`config.mk`:
```
export PLATFORM = sky130hd
export DESIGN_NAME = mmcm_phase_stepper
export DESIGN_NICKNAME = d
export VERILOG_FILES = /design/src/rtl/mmcm_pkg.sv /design/src/rtl/mmcm_phase_stepper.sv
export SDC_FILE = /design/constraint.sdc
export NUM_CORES = 1
export LEC_CHECK = 0
export CAP_MARGIN = 20
export CORE_AREA = 3 3 83 85
export DETAILED_ROUTE_END_ITERATION = 7
export DIE_AREA = 0 0 86 88
export PLACE_DENSITY = 0.95
export SYNTH_ARGS = -nofsm -noshare
export SYNTH_HDL_FRONTEND = slang
export SYNTH_SLANG_ARGS = --single-unit
```
`constraint.sdc`:
```
create_clock -name clk -period 4.4 [get_ports clk]
set_input_delay 0.44 -clock clk [delete_from_list [all_inputs] [get_ports clk]]
set_output_delay 0.44 -clock clk [all_outputs]
set_load 0.02 [all_outputs]
```
`src/rtl/mmcm_pkg.sv`:
```
// Shared types and default widths for the MMCM dynamic phase-shift stepper.
package mmcm_pkg;

  localparam int unsigned STEP_W_DEF         = 16;
  localparam int unsigned POS_W_DEF          = 20;
  localparam int unsigned TIMEOUT_CYCLES_DEF = 64;
  localparam int unsigned MAX_POS_DEF        = 560;

  typedef enum logic [1:0] {
    IDLE  = 2'd0,
    ISSUE = 2'd1,
    WAIT  = 2'd2
  } ps_state_t;

endpackage

```
`src/rtl/mmcm_phase_stepper.sv`:
```
// Steps the MMCM fine phase one PSEN/PSDONE handshake at a time and tracks position.
// Optional position clamp compiled in with `define MMCM_PHASE_LIMIT_EN.
module mmcm_phase_stepper
  import mmcm_pkg::*;
#(
  parameter int unsigned STEP_W         = STEP_W_DEF,
  parameter int unsigned POS_W          = POS_W_DEF,
  parameter int unsigned TIMEOUT_CYCLES = TIMEOUT_CYCLES_DEF,
  parameter int unsigned MAX_POS        = MAX_POS_DEF
) (
  input  logic                     clk,
  input  logic                     aresetn,
  input  logic                     req_valid,
  output logic                     req_ready,
  input  logic signed [STEP_W-1:0] req_steps,
  input  logic                     abort,
  input  logic                     err_clr,
  output logic                     psen,
  output logic                     psincdec,
  input  logic                     psdone,
  output logic                     busy,
  output logic                     done,
  output logic signed [POS_W-1:0]  pos,
  output logic                     err_timeout,
  output logic                     err_limit
);

  localparam int unsigned CNT_W = $clog2(TIMEOUT_CYCLES + 1);

  ps_state_t             state, state_n;
  logic [STEP_W-1:0]     remaining, remaining_n;
  logic [CNT_W-1:0]      cnt, cnt_n;
  logic signed [POS_W-1:0] pos_n, pos_step;
  logic [STEP_W-1:0]     steps_mag;
  logic                  dir_req, dir_n;
  logic                  abort_q, abort_n;
  logic                  done_n, tmo_set, lim_set;
  logic                  lim_idle, lim_wait;

  // Magnitude as unsigned so the most negative request maps to 2^(STEP_W-1).
  assign steps_mag = req_steps[STEP_W-1] ? STEP_W'(-req_steps) : STEP_W'(req_steps);
  assign dir_req   = ~req_steps[STEP_W-1];
  assign pos_step  = psincdec ? pos + POS_W'(1) : pos - POS_W'(1);
  assign req_ready = (state == IDLE) & aresetn;

`ifdef MMCM_PHASE_LIMIT_EN
  localparam logic signed [POS_W-1:0] POS_MAX = POS_W'(MAX_POS);
  localparam logic signed [POS_W-1:0] POS_MIN = -POS_MAX;

  // A step that would leave [-MAX_POS, +MAX_POS] is never issued.
  assign lim_idle = (dir_req  && (pos == POS_MAX))      || (!dir_req  && (pos == POS_MIN));
  assign lim_wait = (psincdec && (pos_step == POS_MAX)) || (!psincdec && (pos_step == POS_MIN));
`else
  assign lim_idle = 1'b0;
  assign lim_wait = 1'b0;
`endif

  always_ff @(posedge clk) begin
    if (!aresetn) state <= IDLE;
    else          state <= state_n;
  end

  always_comb begin
    state_n     = state;
    remaining_n = remaining;
    cnt_n       = cnt;
    pos_n       = pos;
    dir_n       = psincdec;
    abort_n     = abort_q;
    done_n      = 1'b0;
    tmo_set     = 1'b0;
    lim_set     = 1'b0;
    case (state)
      IDLE: begin
        abort_n = 1'b0;
        if (req_valid) begin
          if (req_steps == '0) begin
            done_n = 1'b1;
          end else begin
            dir_n       = dir_req;
            remaining_n = steps_mag;
            if (lim_idle) begin
              lim_set     = 1'b1;
              done_n      = 1'b1;
              remaining_n = '0;
            end else begin
              state_n = ISSUE;
            end
          end
        end
      end
      ISSUE: begin
        if (abort) abort_n = 1'b1;
        cnt_n   = '0;
        state_n = WAIT;
      end
      WAIT: begin
        if (abort) abort_n = 1'b1;
        if (psdone) begin
          pos_n       = pos_step;
          remaining_n = remaining - STEP_W'(1);
          if ((remaining == STEP_W'(1)) || abort_q || abort) begin
            done_n  = 1'b1;
            abort_n = 1'b0;
            state_n = IDLE;
          end else if (lim_wait) begin
            lim_set     = 1'b1;
            done_n      = 1'b1;
            abort_n     = 1'b0;
            remaining_n = '0;
            state_n     = IDLE;
          end else begin
            state_n = ISSUE;
          end
        end else if (cnt == CNT_W'(TIMEOUT_CYCLES - 1)) begin
          // Missing PSDONE: give up silently, no done pulse.
          tmo_set     = 1'b1;
          remaining_n = '0;
          abort_n     = 1'b0;
          state_n     = IDLE;
        end else begin
          cnt_n = cnt + CNT_W'(1);
        end
      end
      default: state_n = IDLE;
    endcase
  end

  // Registered datapath and outputs; psen/busy follow the next state.
  always_ff @(posedge clk) begin
    if (!aresetn) begin
      psen        <= 1'b0;
      psincdec    <= 1'b0;
      busy        <= 1'b0;
      done        <= 1'b0;
      pos         <= '0;
      remaining   <= '0;
      cnt         <= '0;
      abort_q     <= 1'b0;
      err_timeout <= 1'b0;
      err_limit   <= 1'b0;
    end else begin
      psen        <= (state_n == ISSUE);
      psincdec    <= dir_n;
      busy        <= (state_n != IDLE);
      done        <= done_n;
      pos         <= pos_n;
      remaining   <= remaining_n;
      cnt         <= cnt_n;
      abort_q     <= abort_n;
      err_timeout <= tmo_set | (err_timeout & ~err_clr);
      err_limit   <= lim_set | (err_limit & ~err_clr);
    end
  end

endmodule
```
* After elaboration in Yosys (flattened, before gate mapping)
Cells that the tools add are included.
Widths: inputs -> output; s select.
** Word-level totals
- Logic and storage cells :: 74
- RAM bits :: 0
- Memories :: 0
- Output and inout port bits :: 27
- Latch bits :: 0
- Register bits :: 52
- Input bits :: 22
- Bits in read-only memories :: 0
** Operators by class
- Add/subtract/negate cells :: 5
- Bitwise operators :: 7
- Reductions and logical operators :: 12
- Mux-type cells :: 29
- Equality and inequality tests :: 10
- Order comparisons :: 0
- Div/mod/pow operators :: 0
- Multipliers :: 0
- Shifts and indexed selects :: 0
** Operator list (number)
- $mux 16 :: 5
- $pmux 16 s2 :: 1
- $add 20x2->20 const B :: 1
- $mux 20 :: 1
- $sub 20x2->20 const B :: 1
- $eq 16x1->1 const B :: 1
- $logic_not 16->1 :: 1
- $neg 16->16 :: 1
- $sub 16x1->16 const B :: 1
- $mux 7 :: 2
- $pmux 7 s2 :: 1
- $mux 1 :: 12
- $mux 2 :: 4
- $ne 2x2->1 const B :: 4
- $add 7x1->7 const B :: 1
- $eq 7x6->1 const B :: 1
- $pmux 2 s3 :: 1
- $reduce_and 3->1 :: 2
- $reduce_bool 2->1 :: 3
- $eq 2x1->1 const B :: 2
- $reduce_and 4->1 :: 1
- $and 1x1->1 :: 3
- $ne 3x3->1 const B :: 1
- $not 1->1 :: 3
- 8 further kinds :: 9

* Depth between registers and ports, before layout
- Word-level depth :: 7
- Depth in mapped cells :: 10
- Mapped depth without buffers :: 9

* Least setup slack after synthesis
OpenSTA, ideal clock, no wires.
- Path type :: register to register
- Start :: register psincdec
- End :: register pos[18]
- Arrival :: 2.473 ns
- Setup slack :: 1.797 ns
- Buffers on the path :: 0
- Period minus slack after synthesis :: 2.603 ns
- Stages on the path, launching flop included :: 10
- Library setup time :: 0.130 ns
- Data required time :: 4.270 ns
- Cell sequence :: dfxtp_1 > inv_1 > fa_1 > a211o_1 > a21oi_1 > o221ai_1 > a21oi_1 > o21ai_0 > nand4b_1 > o211ai_1
** On the way
- Word-level cells in the longest chain between the ends :: 1
** Ends and longest elaborated chain
- from (decl) :: line mmcm_phase_stepper.sv:19 : output logic psincdec,
- from (signal assigned) :: line mmcm_phase_stepper.sv:144 : psincdec <= dir_n;
- $mux 20 :: line mmcm_phase_stepper.sv:43 : assign pos_step = psincdec ? pos + POS_W'(1) : pos - POS_W'(1);
- to (signal assigned) :: line mmcm_phase_stepper.sv:147 : pos <= pos_n;
- to (decl) :: line mmcm_phase_stepper.sv:23 : output logic signed [POS_W-1:0] pos,
Every way passes these cells.
A chain may end at the register's enable or synchronous reset.

* Worst setup path after layout
Same ends and word-level chain as after synthesis.

==> out/qor.txt <==
status: finished clean
Final Hold Violating Endpoints: 0
Tmin final: 3040 ps
kind of critical path: reg2reg
TritonCTS buffer count: 5
Period Utilization, post-route: 69.1%
leading area contributor after synthesis: dfxtp_1
Setup Skew: 9.07 ps
cells after synthesis: 476
final wirelength: 8930 microns
Hold Crit Class: reg2reg
number of cell rows: 29
Tot Pwr: 0.00143 W
pin count of the biggest net entering global routing: 36
crit path DAT: 3230 ps
Hold Path Depth: 2
Nets: 564
Reg2Reg Depth: 9
Synth area leaders: dfxtp_1, ha_1, nand2_1, a21oi_1, nor2_1
Die X: 86 microns
worst slew pin tran: 1030 ps
synthesized area per cell: 7.71 sq um
CP Launch Type: register
CP Capture Type: register
setup TNS: 0 ps
area share of the largest cell type after synthesis: 28.4%
Post-synth EDFFs: 0
Rel. slew slack: 31.1%
clock root buffer: clkbuf_8
Mapped Nets: 526
reg2reg setup slack: 1360 ps
Clock Sinks: 52
dpl ws: 1140 ps
Distinct cells, synth: 58
Post-synth ARST share: 0%
final std cells w/o fill: 592
Pleak: 1.71 nW
Yosys warning count: 0
number of fill cells: 504
total core area: 0.00628 sq mm
share of post-route cells with drive strength above 1: 5.63%
Antenna Cells: 0
pwr dens: 333 mW/mm^2
fmax: 329 MHz
Starting DRT DRC Count: 280
Final setup viols: 0
Mapped Area: 0.00367 sq mm
Slew Limit Fails: 0
r2r startpoint: psincdec
hold buffers post-CTS: 0
clk_lat worst skew: 310 ps
DRT antenna net count: 0
Post-route DRC: 0
initial antenna violation count: 0
H-tree depth: 2
RSZ-0062 raised after global routing: false
Hold Crit Start: err_limit
Initial DRT Pass Iterations: 4
crit-path max FO: 21
Initial Util: 58.5%
Post-CTS Repair Setup Buffers: 0
top-count cell post-synth: nand2_1
CTS max path bufs: 2
sequential fraction of the synthesis area: 28.4%
Port Buf Inserts: 48
DR vias/cell: 6.16
Die Height: 88 microns
min setup slack post-route: 1360 ps
prevailing post-synth register cell: dfxtp_1
I/O pin cnt: 49
CP required: 4590 ps
global-route wire length before repair: 15300 microns
post-CTS sizing: 0
vias in the first global route: 3526
grt total ovfl: 0
most instantiated cells after synthesis: nand2_1, dfxtp_1, nor2_1
placed cell count: 584
r2r endpoint: pos[18]
DR WL/cell: 15.1 microns
Vias: 3645
clk slew on worst S/H paths: 90 ps
Yosys reg bits: 52
WHS Endpoint: err_limit
routability cong.: 0.943
Die Area: 0.00757 sq mm
GRT Overall Usage: 24.5%
maximum VDD drop: 0.170 mV
Layout area overhead: 16.8%
Post-DP HPWL: 6640 microns
max_cap viols: 0
CTS tree: done
flip-flops by register name, summed over array words and instances (netlist names):
name	cells
abort_q	1
busy	1
cnt	7
done	1
err_limit	1
err_timeout	1
pos	20
psen	1
psincdec	1
remaining	16
state	2
worst max-delay path: stages, from the launching register on:
cell      delay, ps
dfxtp_1         410
inv_1           390
fa_1            630
a211o_1         310
a21oi_1         230
o221ai_1        240
a21oi_1         300
o21ai_0         180
nand4b_1        140
o211ai_1         90
worst max-delay path by stage:
| stage | to | cells past startpoint | from |
|---|---|---|---|
| after detailed placement | remaining[2] | 10 | req_steps[0] |
| final | pos[18] | 9 | psincdec |
| after CTS | pos[19] | 9 | psincdec |
| after global placement | remaining[11] | 10 | req_steps[0] |
| after floorplan | pos[18] | 9 | psincdec |
| after global routing | pos[18] | 9 | psincdec |
power by group:
group / switching, W / internal (W) / total (W)
logic: 0.000347 / 0.000250 / 0.000597
clock network: 0.000160 / 0.000128 / 0.000288
registers: 0.0000369 / 0.000507 / 0.000544
total: 0.000544 / 0.000886 / 0.00143
kinds of logic after synthesis:
logic type	share of synthesized area [%]
buf+inv	3.92
xor+xnor	6.92
mux	1.64
flops	28.4
simple gates	24.9
compound gates	24.5
fa+ha+maj	9.75
final cells by class:
cell class	count	area, sq um	area share, %
clock buffers	7	86.3	2.01
clock inverters	1	7.51	0.175
inverters	12	45.0	1.05
multi-input cells	390	2490	58.0
flip-flops and latches	52	1040	24.3
well taps	77	96.3	2.25
repair buffers	53	526	12.3
cells in the final DEF (no fill, tap or decap), types with 15 or more instances in the layout:
cell | Yosys | routed
xor2_1 | 17 | 17
nand3_1 | 17 | 17
nand2_1 | 63 | 63
clkdlybuf4s50_1 | 0 | 48
dfxtp_1 | 52 | 52
nor3_1 | 15 | 15
nor2_1 | 45 | 45
o21ai_0 | 31 | 31
a21oi_1 | 34 | 34
ha_1 | 27 | 27
layer usage:
| layer | global-route usage (%) | wire length [microns] |
|---|---|---|
| met1 | 29.0 | 3770 |
| met4 | 7.91 | 152 |
| met3 | 3.39 | 548 |
| met2 | 45.6 | 4460 |
| met5 | 0 | 0 |
stage by stage:
step,hold slack [ps],instance area (sq um),util (%)
6_report,455,4290,68.3
5_1_grt,482,4290,68.3
4_1_cts,458,4290,68.3
3_5_place_dp,421,4190,66.8
3_3_place_gp,420,4180,66.6
2_1_floorplan,436,3670,-
No activity file was read; power rests on OpenSTA's default activity.
